==> src/rtl/bt656_line_slicer.sv <==
// BT.656 receive slicer: parses EAV/SAV timing codes, tracks field/line and
// recovers bytes painted into active-video luma (MSB first, one bit per N luma).
module bt656_line_slicer #(
  parameter int unsigned SAMPLES_PER_BIT = 5,
  parameter int unsigned THRESHOLD       = 128,
  parameter int unsigned FIRST_DATA_LINE = 20,
  parameter int unsigned LAST_DATA_LINE  = 259,
  parameter int unsigned LOCK_COUNT      = 4
) (
  input  logic       clk,
  input  logic       rst_n,
  input  logic [7:0] td_data,
  output logic [7:0] data_out,
  output logic       data_valid,
  output logic       line_start,
  output logic       frame_start,
  output logic       field,
  output logic [9:0] line_num,
  output logic       locked,
  output logic       sync_err
);

  localparam logic [1:0] S_SEARCH = 2'd0;
  localparam logic [1:0] S_P1     = 2'd1;
  localparam logic [1:0] S_P2     = 2'd2;
  localparam logic [1:0] S_P3     = 2'd3;

  localparam int unsigned LCW        = $clog2(LOCK_COUNT + 1);
  localparam logic [LCW-1:0] LOCK_MAX = LCW'(LOCK_COUNT);
  localparam logic [11:0] SUM_LEVEL  = 12'(THRESHOLD * SAMPLES_PER_BIT);
  localparam logic [7:0]  LUMA_LAST  = 8'(SAMPLES_PER_BIT - 1);
  localparam logic [9:0]  LINE_FIRST = 10'(FIRST_DATA_LINE);
  localparam logic [9:0]  LINE_LAST  = 10'(LAST_DATA_LINE);
  localparam logic [10:0] SAMP_LAST  = 11'd1439;

  logic [7:0]     d_r;
  logic [1:0]     state;
  logic [LCW-1:0] lock_cnt;
  logic           active;
  logic [10:0]    samp_cnt;
  logic [10:0]    acc;
  logic [7:0]     lum_cnt;
  logic [2:0]     bit_cnt;
  logic [7:0]     shreg;

  logic           xy_f, xy_v, xy_h, xy_ok, in_range, bit_val;
  logic [LCW-1:0] lock_inc;
  logic [10:0]    sum_next;
  logic [7:0]     byte_next;

  always_comb begin
    xy_f      = d_r[6];
    xy_v      = d_r[5];
    xy_h      = d_r[4];
    xy_ok     = d_r[7] && (d_r[3] == (xy_v ^ xy_h)) && (d_r[2] == (xy_f ^ xy_h)) &&
                (d_r[1] == (xy_f ^ xy_v)) && (d_r[0] == (xy_f ^ xy_v ^ xy_h));
    lock_inc  = (lock_cnt == LOCK_MAX) ? lock_cnt : lock_cnt + 1'b1;
    in_range  = (line_num >= LINE_FIRST) && (line_num <= LINE_LAST);
    sum_next  = acc + {3'b000, d_r};
    bit_val   = ({1'b0, sum_next} >= SUM_LEVEL);
    byte_next = {shreg[6:0], bit_val};
  end

  always_ff @(posedge clk or negedge rst_n) begin
    if (!rst_n) begin
      d_r         <= '0;
      state       <= S_SEARCH;
      lock_cnt    <= '0;
      active      <= 1'b0;
      samp_cnt    <= '0;
      acc         <= '0;
      lum_cnt     <= '0;
      bit_cnt     <= '0;
      shreg       <= '0;
      data_out    <= '0;
      data_valid  <= 1'b0;
      line_start  <= 1'b0;
      frame_start <= 1'b0;
      field       <= 1'b0;
      line_num    <= '0;
      locked      <= 1'b0;
      sync_err    <= 1'b0;
    end else begin
      d_r         <= td_data;
      data_valid  <= 1'b0;
      line_start  <= 1'b0;
      frame_start <= 1'b0;
      sync_err    <= 1'b0;

      case (state)
        S_SEARCH: state <= (d_r == 8'hFF) ? S_P1 : S_SEARCH;
        S_P1:     state <= (d_r == 8'h00) ? S_P2 : (d_r == 8'hFF) ? S_P1 : S_SEARCH;
        S_P2:     state <= (d_r == 8'h00) ? S_P3 : (d_r == 8'hFF) ? S_P1 : S_SEARCH;
        default:  state <= S_SEARCH;
      endcase

      // A timing code always wins over sample processing on the same cycle.
      if (state == S_P3) begin
        if (!xy_ok) begin
          sync_err <= 1'b1;
          lock_cnt <= '0;
          locked   <= 1'b0;
          active   <= 1'b0;
        end else begin
          lock_cnt <= lock_inc;
          locked   <= (lock_inc >= LOCK_MAX);
          if (xy_h) begin
            active <= 1'b0;
            if (xy_f != field) begin
              field       <= xy_f;
              line_num    <= '0;
              frame_start <= ~xy_f;
            end else if (line_num != 10'h3FF) begin
              line_num <= line_num + 1'b1;
            end
          end else if (locked && !xy_v && in_range) begin
            active     <= 1'b1;
            line_start <= 1'b1;
            samp_cnt   <= '0;
            acc        <= '0;
            lum_cnt    <= '0;
            bit_cnt    <= '0;
          end
        end
      end else if (active) begin
        samp_cnt <= samp_cnt + 1'b1;
        if (samp_cnt == SAMP_LAST) active <= 1'b0;
        if (samp_cnt[0]) begin
          if (lum_cnt == LUMA_LAST) begin
            acc     <= '0;
            lum_cnt <= '0;
            shreg   <= byte_next;
            bit_cnt <= bit_cnt + 1'b1;
            if (bit_cnt == 3'd7) begin
              data_out   <= byte_next;
              data_valid <= 1'b1;
            end
          end else begin
            acc     <= sum_next;
            lum_cnt <= lum_cnt + 1'b1;
          end
        end
      end
    end
  end

endmodule

==> config.mk <==
export PLATFORM = sky130hd
export DESIGN_NAME = bt656_line_slicer
export DESIGN_NICKNAME = d
export VERILOG_FILES = /design/src/rtl/bt656_line_slicer.sv
export SDC_FILE = /design/constraint.sdc
export NUM_CORES = 1
export LEC_CHECK = 0
export ABC_AREA = 1
export CORE_MARGIN = 2
export CORE_UTILIZATION = 55
export CTS_CLUSTER_DIAMETER = 40
export DETAILED_ROUTE_END_ITERATION = 8
export MAX_ROUTING_LAYER = met4
export PLACE_DENSITY = 0.74
export REMOVE_ABC_BUFFERS = 1
export SLEW_MARGIN = 10
export SYNTH_ARGS = -nofsm -noshare
export SYNTH_HDL_FRONTEND = slang
export SYNTH_SLANG_ARGS = --single-unit
==> constraint.sdc <==
create_clock -name clk -period 2.85 [get_ports clk]
set_input_delay 0.57 -clock clk [delete_from_list [all_inputs] [get_ports clk]]
set_output_delay 0.57 -clock clk [all_outputs]
set_load 0.005 [all_outputs]
==> results of run 1 <==
==> sequential cells by signal, summed over array words and instances (netlist names), 3 cells and up <==
signal and count:
lum_cnt 8, data_out 8, samp_cnt 11, bit_cnt 3, acc 11, line_num 10
shreg 7, d_r 8
==> power groups by stage <==
stage	Clock, mW	Sequential (mW)	Combinational [mW]
after floorplan	0	1.13	0.0460
after global placement	0	1.13	0.0883
after detailed placement	0	1.13	0.0900
after CTS	1.04	1.11	0.0903
after global routing	1.09	1.11	0.103
final	1.02	1.11	0.0882
==> layer usage <==
metal | vias to the layer above | wire, um
li1 | 2016 | -
met1 | 1810 | 4330
met2 | 76 | 4620
met3 | 14 | 373
met4 | 0 | 159
met5 | - | 0
==> cell families (layout without fill, tap and decap cells) <==
| kind of cell | Yosys count | in the layout |
|---|---|---|
| simple gates | 384 | 384 |
| flops | 77 | 77 |
| xor+xnor | 20 | 20 |
| compound gates | 35 | 35 |
| fa+ha+maj | 21 | 21 |
| buf+inv | 82 | 123 |
==> cell type report <==
| type | count | area [um2] |
|---|---|---|
| clock buffer | 9 | 124 |
| multi-input combinational | 460 | 2260 |
| inverter | 70 | 263 |
| tap | 105 | 131 |
| timing repair buffer | 37 | 358 |
| clock inverter | 7 | 123 |
| sequential | 77 | 1930 |
| fill | 735 | 2910 |
==> critical path: cells and delay by family (launching register included) <==
kind,cells,cell delay [ns]
AO/OA/AOI/OAI,1,0.15
adder cells (fa/ha/maj),1,0.29
buffers and inverters,2,0.13
flip-flops,1,0.53
AND/OR/NAND/NOR,7,1.02
==> worst max path at each step <==
stage	end	cells after the start
finish	line_num[4]	11
global route	line_num[6]	12
CTS	line_num[4]	11
detailed placement	line_num[6]	11
global placement	line_num[6]	11
floorplan	acc[10]	12
==> metrics by stage <==
step	worst slack (ns)	util (%)
final	0.595	64.1
after global routing	0.364	64.1
after global placement	0.752	61.1
after floorplan	0.806	-
after CTS	0.589	64.1
after detailed placement	0.618	61.1
==> cells in the final DEF (no fill, tap or decap), drive strengths merged <==
cell / synthesis / routed
xnor2: 5 / 5
ha: 20 / 20
nand2: 231 / 231
clkinv: 0 / 1
fa: 1 / 1
clkdlybuf4s50: 0 / 32
a21oi: 6 / 6
nand4: 15 / 15
nor4: 3 / 3
clkbuf: 3 / 9
inv: 70 / 71
a21boi: 1 / 1
o21ai: 27 / 27
nand3: 49 / 49
or2: 1 / 1
o31ai: 1 / 1
clkinvlp: 0 / 2
dfrtp: 77 / 77
and2: 2 / 2
nor3: 7 / 7
buf: 9 / 5
nor3b: 2 / 2
bufinv: 0 / 3
nand3b: 5 / 5
nor2: 69 / 69
xor2: 15 / 15
==> impl_metrics.py, run 1 <==
metrics = {
    "critical_path": {
        "r2r_slack_ns": 0.59,
        "slowest_delay_ns": 0.53,
        "crit_top_cell": "nand2_1",
        "cp-start-kind": "flip-flop",
        "critPathMaxFanout": 9,
        "reg2reg_to": "line_num[4]",
        "cp.required_ns": 3.08,
        "timing.critical_path.from": "d_r[4]",
        "worstSetupEndpointType": "flip-flop",
        "reg2reg_from": "d_r[4]",
        "cp.arrival_ns": 2.48,
        "rr_worst_depth": 11,
        "worstPathCellList": "inv_2 > ha_1 > inv_1 > nand2_1 > nand2_1 > nor2_1 > nand2_1 > nor2_2 > nand3_2 > nor2_1 > o21ai_0",
        "crit_slowest_cell": "dfrtp_1",
        "criticalPathCategory": "flip-flop to flip-flop",
    },
    "synth": {
        "synth-simple-area-share_pct": 36.0,
        "synth-seq-cells": 77,
        "synth_top_area_share_pct": 42.5,
        "synth-seq-area-share_pct": 42.5,
        "syn_inst": 619,
        "synth.avg_cell_area_um2": 7.33,
        "synth_area_mm2": 0.00454,
        "synth_top_cell_by_area": "dfrtp_1",
        "yosysMostFrequentCell": "nand2_1",
        "synth_common_cells": "nand2_1 (226), dfrtp_1 (77), inv_1 (66)",
        "synth_area_leaders": "dfrtp_1 (42%), nand2_1 (19%), ha_1 (5.5%), inv_1 (5.5%), nor2_1 (5.4%)",
        "synthXorXnorAreaFrac_pct": 3.86,
        "synth_cell_types": 32,
        "synth_ff_type": "dfrtp_1",
        "synth_top_family_by_area": "simple AND/OR/NAND/NOR gates",
        "muxShareOfSynthArea_pct": 0,
        "synth.yosys.warnings": 0,
        "yosys.area_share.adder_pct": 5.96,
        "synth_edf_count": 0,
        "synth-compound-area-share_pct": 4.06,
        "synthArstFlopShare_pct": 100,
    },
    "routing": {
        "routed-via-count": 3916,
        "postRouteWirelength_um": 9480,
        "dr.pass1.iters": 4,
        "drc_errors": 0,
        "wl_per_cell_um": 12.4,
        "drt_iter0_markers": 140,
        "viasPerCell": 5.12,
        "ant_nets": 0,
    },
    "power_and_ir_drop": {
        "p_sw_share_pct": 22.8,
        "p_int_mw": 1.71,
        "powerDensity_mw_per_mm2": 428,
        "vdd_ir_drop_max_uv": 265,
        "total_power_mw": 2.22,
        "power_frac_seq_pct": 50.0,
        "cellLeakagePower_nw": 2.71,
        "clkPwrFrac_pct": 46.1,
        "switchingPower_mw": 0.506,
        "comb_power_share_pct": 4.0,
    },
    "final_layout": {
        "drive_above_1_share_pct": 5.61,
        "area_growth_pct": 14.4,
        "n_antenna_cell": 0,
        "fin_nets": 686,
        "design_area_mm2": 0.00519,
        "finalNonFillerCells": 765,
    },
    "floorplan": {
        "start_util_pct": 56.0,
        "fp-row-count": 33,
        "die-width_um": 94.8,
        "die_area_mm2": 0.00899,
        "top_level_ports": 34,
        "fp.coreArea_mm2": 0.00809,
        "die_h_um": 94.8,
    },
    "cts": {
        "cts_tree": "done",
        "clock_latency_ns": 0.37,
        "cts_max_level": 3,
        "clkSlewWorstSetupHoldPaths_ns": 0.09,
        "cts_setup_buffers": 0,
        "cts-buffers-inserted": 9,
        "clock_sinks": 77,
        "cts_hold_buf": 0,
        "cts_resized": 0,
        "root_buffer": "clkbuf_8",
        "clockBufferDepth": 2,
    },
    "global_routing": {
        "gr-usage-all-layers_pct": 24.2,
        "grt_pass1_wl_um": 16400,
        "grt_max_degree": 78,
        "met1_usage_pct": 30.0,
        "gr-max-usage-layer": "met2",
        "grt_pass1_vias": 3750,
        "antenna_found_initial": 0,
        "grt.met2_usage_pct": 39.4,
        "gr-total-overflow": 0,
        "grtUsageMet3_pct": 3.67,
    },
    "sta": {
        "drv_slew": 0,
        "finalSetupViolCount": 0,
        "tightestPinTransition_ns": 0.961,
        "fin_crit_ns": 2.26,
        "period_share_pct": 79.1,
        "whs_ns": 0.336,
        "skew_ns": 0.00812,
        "clock.fmax_mhz": 443,
        "fin_tns_setup_ns": 0,
        "hold_viol_final": 0,
        "rsz0062_at_grt": "false",
        "relSlewSlack_pct": 36.0,
    },
    "placed_design": {
        "postPlaceCellArea_mm2": 0.00494,
        "hpwl_um": 6680,
        "io_buffers": 33,
        "dp.cells": 749,
        "place.gp.congestion": 0.916,
    },
    "outcome": {
        "outcome": "finished, final reports clean",
    },
    "flow_run": {
        "maxCapViolations": 0,
    },
    "min_path": {
        "holdCritPathClass": "primary input to async pin",
    },
}
No activity file was read; power rests on OpenSTA's default activity.
==> run 2: changes to the inputs <==
--- a/config.mk
+++ b/config.mk
@@ -7,7 +7,7 @@
 export LEC_CHECK = 0
 export ABC_AREA = 1
 export CORE_MARGIN = 2
-export CORE_UTILIZATION = 55
+export CORE_UTILIZATION = 53
 export CTS_CLUSTER_DIAMETER = 40
 export DETAILED_ROUTE_END_ITERATION = 8
 export MAX_ROUTING_LAYER = met4
==> constraint.sdc (replaced) <==
create_clock -name clk -period 2.04 [get_ports clk]
set_input_delay 0.408 -clock clk [delete_from_list [all_inputs] [get_ports clk]]
set_output_delay 0.408 -clock clk [all_outputs]
set_load 0.005 [all_outputs]
==> run 2 against run 1 <==
Clock power is 26% higher; critical path depth is 1 higher; non-clock buffer count is 7 higher; first-iteration DRC count is 20% higher; cell count is 0.92% higher; highest routed layer unchanged; utilization is 0.15 points lower; worst hold slack better by 0.15 ns.
==> impl_metrics.py, run 2 (synthesis results as in run 1) <==
metrics = {
    "outcome": {
        "outcome": "finished, final reports clean",
    },
    "critical_path": {
        "reg2reg_from": "d_r[0]",
        "reg2reg_to": "shreg[0]",
        "rr_worst_depth": 12,
        "timing.critical_path.from": "d_r[0]",
        "cp.required_ns": 2.29,
        "r2r_slack_ns": 0.14,
        "cp-endpoint": "shreg[0]",
        "cp-start-kind": "flip-flop",
        "critPathMaxFanout": 4,
        "cp.arrival_ns": 2.15,
        "worstSetupEndpointType": "flip-flop",
        "criticalPathCategory": "flip-flop to flip-flop",
    },
    "routing": {
        "viasPerCell": 5.16,
        "drt_iter0_markers": 168,
        "wl_per_cell_um": 12.4,
        "drc_errors": 0,
        "postRouteWirelength_um": 9540,
        "routed-via-count": 3980,
        "dr.pass1.iters": 4,
        "ant_nets": 0,
    },
    "cts": {
        "clockBufferDepth": 2,
        "cts_max_level": 3,
        "cts-buffers-inserted": 9,
        "cts_setup_buffers": 0,
        "clock_latency_ns": 0.35,
        "root_buffer": "clkbuf_8",
        "clock_sinks": 77,
        "cts_tree": "done",
        "clkSlewWorstSetupHoldPaths_ns": 0.08,
    },
    "power_and_ir_drop": {
        "vdd_ir_drop_max_uv": 341,
        "powerDensity_mw_per_mm2": 564,
        "switchingPower_mw": 0.699,
        "cellLeakagePower_nw": 2.75,
        "comb_power_share_pct": 4.8,
        "p_sw_share_pct": 23.5,
        "power_frac_seq_pct": 51.8,
        "clkPwrFrac_pct": 43.3,
        "p_int_mw": 2.28,
    },
    "final_layout": {
        "nFillCells": 743,
        "utilization_pct": 64.0,
        "area_growth_pct": 16.4,
        "finalNonFillerCells": 772,
        "n_antenna_cell": 0,
        "final_common_cell": "nand2_1",
        "top_regs": "acc (11), samp_cnt (11), line_num (10)",
        "final_cell_mix": "nand2_1 (222), dfrtp_1 (77), inv_1 (66)",
        "drive_above_1_share_pct": 7.65,
        "fin_nets": 693,
    },
    "sta": {
        "clock.fmax_mhz": 525,
        "skew_ns": 0.0149,
        "tightestPinTransition_ns": 0.401,
        "relSlewSlack_pct": 73.1,
        "layout_setup_ws_ns": 0.135,
        "drv_slew": 0,
        "fin_crit_ns": 1.90,
        "hold_viol_final": 0,
        "period_share_pct": 93.4,
        "finalSetupViolCount": 0,
    },
    "min_path": {
        "holdCritPathClass": "flip-flop to flip-flop",
        "hp-start": "shreg[0]",
    },
    "placed_design": {
        "place.gp.congestion": 0.855,
        "pre_cts_slack_ns": 0.0171,
        "hpwl_um": 6970,
        "dp.cells": 755,
        "io_buffers": 33,
    },
    "global_routing": {
        "grt_max_degree": 49,
        "grt_pass1_wl_um": 16400,
        "gr-total-overflow": 0,
        "grt_pass1_vias": 3639,
        "gr-usage-all-layers_pct": 23.2,
        "antenna_found_initial": 0,
    },
    "floorplan": {
        "fp.coreArea_mm2": 0.00826,
        "top_level_ports": 34,
        "fp-row-count": 33,
        "die_area_mm2": 0.00931,
        "start_util_pct": 54.9,
        "die_h_um": 96.5,
        "die-width_um": 96.5,
    },
    "flow_run": {
        "maxCapViolations": 0,
    },
}
[run 2: cell types whose count changed in the layout (fill, tap and decap cells not counted), moves of 3 or more]
cell,delta
nand2_1,-4
nand2_2,+3
ha_1,-3
buf_4,+4
[run 2: critical path, stage by stage (launching register included)]
cell	delay [ns]
dfrtp_1	0.43
ha_2	0.22
fa_2	0.37
nand2_1	0.09
nand2_1	0.08
nand3_1	0.12
nand3b_1	0.08
nand2_1	0.09
nand2_1	0.05
nand2_1	0.06
nand2_1	0.09
nand2_1	0.07
nand2_1	0.04
[run 2: worst min path at each step]
stage / endpoint / slack (ns) / cells past startpoint
floorplan: acc[0] / 0.11 / 0
global placement: line_num[5] / 0.36 / 1
detailed placement: line_num[5] / 0.37 / 1
CTS: d_r[1] / 0.48 / 1
global route: d_r[1] / 0.47 / 1
finish: shreg[0] / 0.48 / 2
[run 2: cell type report]
type                       instances  area [um2]  area share [%]
multi-input combinational        460        2300            43.6
clock inverter                     7        96.3            1.82
sequential                        77        1930            36.5
tap                              105         131            2.49
clock buffer                       9         124            2.35
timing repair buffer              44         433            8.20
inverter                          70         268            5.07
[run 2: per-layer routing]
layer	vias to the layer above	wire (um)	GRT usage (%)
met3	9	336	4.11
met2	69	4600	38.5
li1	2033	-	-
met4	0	106	5.05
met5	-	0	-
met1	1869	4490	29.9
[run 2: repair_timing]
item / in CTS / in global routing
endpoints found under the hold margin: 23 / 0
hold buffers: 1 / 0
endpoints found under the setup margin: 0 / 43
resized for setup: 0 / 15
[run 2: stage by stage]
stage	setup TNS, ns	power, mW	area, um2	hold WS [ns]
5_1_grt	-0.0226	3.10	5280	0.475
6_report	0	2.98	5280	0.482
4_1_cts	0	3.00	5230	0.479
3_5_place_dp	0	1.71	5000	0.371
3_3_place_gp	0	1.71	5000	0.364
2_1_floorplan	-0.0141	1.64	4450	0.112
[run 2: power groups by stage]
stage | Clock, mW | Combinational, mW | Sequential [mW]
final | 1.29 | 0.144 | 1.54
after global routing | 1.39 | 0.166 | 1.55
after CTS | 1.31 | 0.139 | 1.54
after detailed placement | 0 | 0.138 | 1.57
after global placement | 0 | 0.135 | 1.57
after floorplan | 0 | 0.0643 | 1.57
